File: src/rtl/operand_loader.sv
// operand_loader: button-driven loader of ALU operands A, B and selector S.
// Define OPERAND_LOADER_DEBOUNCE_EN to enable the btn_next debounce filter.
module operand_loader #(
  parameter int N = 4,
  parameter int DEBOUNCE_CYCLES = 500000
) (
  input  logic         clk,
  input  logic         rst_n,
  input  logic [N-1:0] sw,
  input  logic [4:0]   sel_sw,
  input  logic         btn_next,
  input  logic         btn_clr,
  output logic [N-1:0] A,
  output logic [N-1:0] B,
  output logic [4:0]   S,
  output logic         valid,
  output logic [1:0]   stage
);
  typedef enum logic [1:0] {LOAD_A, LOAD_B, LOAD_OP, RUN} state_t;
  state_t state, state_d;
  logic [N-1:0] a_d, b_d;
  logic [4:0] s_d;
  logic [1:0] next_sync, clr_sync;
  logic deb, deb_d, adv, clr;
  always_ff @(posedge clk or negedge rst_n) begin
    if (!rst_n) begin
      next_sync <= '0;
      clr_sync <= '0;
    end else begin
      next_sync <= {next_sync[0], btn_next};
      clr_sync <= {clr_sync[0], btn_clr};
    end
  end
  assign clr = clr_sync[1];
`ifdef OPERAND_LOADER_DEBOUNCE_EN
  localparam int CW = $clog2(DEBOUNCE_CYCLES + 1);
  localparam logic [CW-1:0] LAST = CW'(DEBOUNCE_CYCLES - 1);
  logic [CW-1:0] cnt, cnt_d;
  // The level flips on the cycle the differing run would reach DEBOUNCE_CYCLES, so cnt tops out at LAST.
  always_comb begin
    cnt_d = (next_sync[1] == deb || cnt == LAST) ? '0 : cnt + 1'b1;
    deb_d = (next_sync[1] != deb && cnt == LAST) ? ~deb : deb;
  end
  always_ff @(posedge clk or negedge rst_n) begin
    if (!rst_n) begin
      deb <= 1'b0;
      cnt <= '0;
    end else begin
      deb <= deb_d;
      cnt <= cnt_d;
    end
  end
`else
  logic unused_debounce;
  assign unused_debounce = ^DEBOUNCE_CYCLES;
  assign deb = next_sync[1];
  assign deb_d = next_sync[0];
`endif
  // Event fires on the same edge the debounced level rises, so the capture lands on that edge.
  assign adv = deb_d & ~deb;
  always_comb begin
    state_d = state;
    a_d = A;
    b_d = B;
    s_d = S;
    if (clr) begin
      state_d = LOAD_A;
      a_d = '0;
      b_d = '0;
      s_d = '0;
    end else if (adv) begin
      state_d = state_t'(state + 2'd1);
      a_d = (state == LOAD_A) ? sw : A;
      b_d = (state == LOAD_B) ? sw : B;
      s_d = (state == LOAD_OP) ? sel_sw : S;
    end
  end
  always_ff @(posedge clk or negedge rst_n) begin
    if (!rst_n) begin
      state <= LOAD_A;
      A <= '0;
      B <= '0;
      S <= '0;
      valid <= 1'b0;
    end else begin
      state <= state_d;
      A <= a_d;
      B <= b_d;
      S <= s_d;
      valid <= (state_d == RUN);
    end
  end
  assign stage = state;
endmodule

File: config.mk
export PLATFORM = sky130hd
export DESIGN_NAME = operand_loader
export DESIGN_NICKNAME = d
export VERILOG_FILES = /design/src/rtl/operand_loader.sv
export SDC_FILE = /design/constraint.sdc
export NUM_CORES = 1
export LEC_CHECK = 0
export ABC_CLOCK_PERIOD_IN_PS = 1350
export CELL_PAD_IN_SITES_DETAIL_PLACEMENT = 2
export CELL_PAD_IN_SITES_GLOBAL_PLACEMENT = 2
export CORE_UTILIZATION = 24
export CTS_CLUSTER_DIAMETER = 40
export DETAILED_ROUTE_END_ITERATION = 8
export GPL_ROUTABILITY_DRIVEN = 0
export PLACE_DENSITY_LB_ADDON = 0.08
export SLEW_MARGIN = 25
export SYNTH_ARGS = -nofsm -noshare
export SYNTH_HDL_FRONTEND = slang
export SYNTH_SLANG_ARGS = --single-unit
File: constraint.sdc
create_clock -name clk -period 1.35 [get_ports clk]
set_clock_uncertainty 0.1 [all_clocks]
set_input_delay 0.405 -clock clk [delete_from_list [all_inputs] [get_ports clk]]
set_output_delay 0.405 -clock clk [all_outputs]
set_load 0.1 [all_outputs]
==> summary.txt, run 1 <==
Final layout
  • Share of cells above drive strength 1: 0.537
  • # diodes: 0
  • Area grow syn2layout: 97.4%
  • Final cell count without fillers: 152
  • Final #Nets: approximately 130

Setup path
  • CP arrival: 1090 ps
  • Crit path kind: reg -> out
  • Worst Setup Start Kind: flop
  • Reg2reg setup slack: -190 ps
  • Critical path peak fanout: 2
  • CP Data Required Time: 850 ps
  • CP Capture Type: primary output

Die
  • # IOs: 29
  • Chip Height: ~60 um
  • Chip Width: 60.2 um
  • Core ar.: approximately 0.0031 mm^2
  • Row count: 20
  • Initial core utilization: 0.260
  • Die ar.: 0.00362 mm^2

Pwr
  • Maximum vdd drop: roughly 430 uV
  • P per Cell Area: about 950 mW/mm^2
  • Leakage: between 0.7 and 0.8 nW
  • Power Total: around 1.5 mW

CTS
  • Clock buffer depth: 2
  • Hold_buf cts: 0
  • CTS buffer count: 3
  • Clk_lat worst skew: roughly 310 ps
  • TritonCTS clock tree: yes
  • TritonCTS Sinks: 20
  • Root Buffer: clkbuf_4
  • Clock Pin Slew Worst Setup and Hold Paths: around 130 ps
  • H-tree depth: 1

Routing
  • Wirelength per Cell: around 14 um
  • Met2 WL post-DR: 1140 um
  • ANT nets after route: 0
  • Pre-Repair DR Iteration Count: 2
  • WL final: 2200 um
  • DR WL met3: about 110 um
  • Highest metal used: met4
  • Vias per cell: 4.22
  • DRC violations left: 0
  • Via count: between 600 and 700
  • M1 WL: 934 um
  • Initial DRC Count: 9

STA
  • Final period utilization: 1.18
  • Slew HR: 0.813
  • Tmin final: 1600 ps
  • Setup TNS: -3760 ps
  • Fin. max-slew vios: 0
  • Post-layout worst setup margin: -249 ps
  • Final setup vio count: 31
  • Final Hold Fails: 0
  • RSZ-0062 raised after global routing: yes
  • Worst-margin pin slew: ~280 ps
  • Highest Clock Rate: ~630 MHz

Place
  • Place WS: -135 ps
  • Number of port buffers: 28
  • Detail Placement HPWL: ~1400 um
  • Placed Cells incl. Taps: roughly 140

Logic synthesis
  • Synth unique cells: 13
  • Netlist area before placement: 812 um^2
  • Sequential share of the synthesized area: 0.616
  • Mapped Cells: 64
  • Syn Nets: 80
  • FF+latch count, synth: 20
  • Synth Area per Inst: 12.7 um^2
  • YS warnings: 0

Global routing
  • Pin count of the biggest net entering global routing: 21
  • First-pass GRT wire length: roughly 3400 um
  • Number of global-route vias before repair: around 680
  • Initial antenna violation count: 0
  • GRT Resource Usage Total: 0.137
  • Total grt overflow: 0

Worst hold path
  • Hold Crit Class: reg -> reg

Outcome
  • Status: finished, violations left
  • Violated checks: setup timing

Job
  • Max Cap Viol: 0
layer usage:
layer  up-vias  GRT usage
met5         -          0
met4         0     0.0698
met3         2     0.0303
met2        18      0.229
met1       321      0.164
li1        301          -
state kept, by name, summed over array words and instances, names as in the netlist:
signal,count
B,4
clr_sync,2
stage,2
next_sync,2
valid,1
A,4
S,5
per-stage QoR:
| step | util | hold slack [ps] | area, um^2 |
|---|---|---|---|
| global placement | 0.448 | 235 | 1400 |
| floorplan | - | 9.41 | 866 |
| finish | 0.512 | 266 | 1600 |
| CTS | 0.504 | 269 | 1580 |
| global route | 0.512 | 273 | 1600 |
| detailed placement | 0.448 | 239 | 1400 |
cells in the mapped netlist:
cell type	count	area [um^2]
xnor2_1	1	8.76
nor4bb_1	1	10.0
nor2_1	16	60.1
clkbuf_1	1	3.75
mux2i_1	14	140
nand3b_1	2	15.0
a31oi_1	1	6.26
dfrtp_1	20	500
inv_1	2	7.51
nand3b_2	1	11.3
ha_1	3	37.5
nand2b_1	1	6.26
buf_2	1	5.00
power by group:
group          internal [mW]  total (mW)  switching (mW)
sequential             0.624       0.646          0.0229
combinational          0.176       0.375           0.198
clock                  0.300       0.506           0.206
total                   1.10        1.53           0.427
what timing repair did:
action	CTS	global route
buffers inserted	7	3
setup endpoints to repair	30	32
resized for setup	13	3
pin swaps	6	6
logic make-up after synthesis:
group	after synthesis	share of synthesized area
buffers and inverters	4	0.0200
AOI/OAI and AO/OA	1	0.00771
adders and majority gates	3	0.0462
muxes	14	0.173
and+or+nand+nor	21	0.126
DFF	20	0.616
xor gates and xnor gates	1	0.0108
cell type report:
cell class	count	area, um^2
multi-input combinational	40	364
inverter	2	17.5
tap	44	55.1
clock inverter	1	30.0
sequential	20	526
clock buffer	3	22.5
fill	308	1530
timing repair buffer	42	588
critical path: stages (launching register included):
cell and delay (ps):
dfrtp_4 510, buf_6 130, buf_12 150
cells in the final DEF (no fill, tap or decap):
| cell | n |
|---|---|
| bufinv_16 | 1 |
| buf_12 | 17 |
| buf_6 | 8 |
| clkdlybuf4s50_1 | 12 |
| nor4bb_4 | 1 |
| xnor2_2 | 1 |
| nand2b_1 | 1 |
| clkbuf_4 | 3 |
| ha_4 | 3 |
| a31oi_1 | 1 |
| dfrtp_1 | 4 |
| nor2_1 | 16 |
| inv_6 | 2 |
| dfrtp_2 | 14 |
| nand3b_1 | 2 |
| buf_4 | 5 |
| mux2i_1 | 14 |
| nand3b_4 | 1 |
| dfrtp_4 | 2 |
final timing paths:
| path | startpoint | endpoint | depth (start not counted) |
|---|---|---|---|
| setup / recovery | stage[0] | stage[0] | 2 |
| hold / removal | clr_sync[0] | clr_sync[1] | 0 |
| setup reg to reg | stage[1] | B[0] | 7 |
| hold reg to reg | clr_sync[0] | clr_sync[1] | 0 |
| max in group asynchronous | rst_n | stage[1] | 2 |
| min in group asynchronous | rst_n | A[0] | 2 |
Note: power is estimated with default switching activity, not from simulation.
==> run 2: changes to the inputs <==
--- a/config.mk
+++ b/config.mk
@@ -13,7 +13,7 @@
 export DETAILED_ROUTE_END_ITERATION = 8
 export GPL_ROUTABILITY_DRIVEN = 0
 export PLACE_DENSITY_LB_ADDON = 0.08
-export SLEW_MARGIN = 25
+export SLEW_MARGIN = 40
 export SYNTH_ARGS = -nofsm -noshare
 export SYNTH_HDL_FRONTEND = slang
 export SYNTH_SLANG_ARGS = --single-unit
==> results of run 2 <==
Final layout, timing and power as in run 1 (identical DEF).
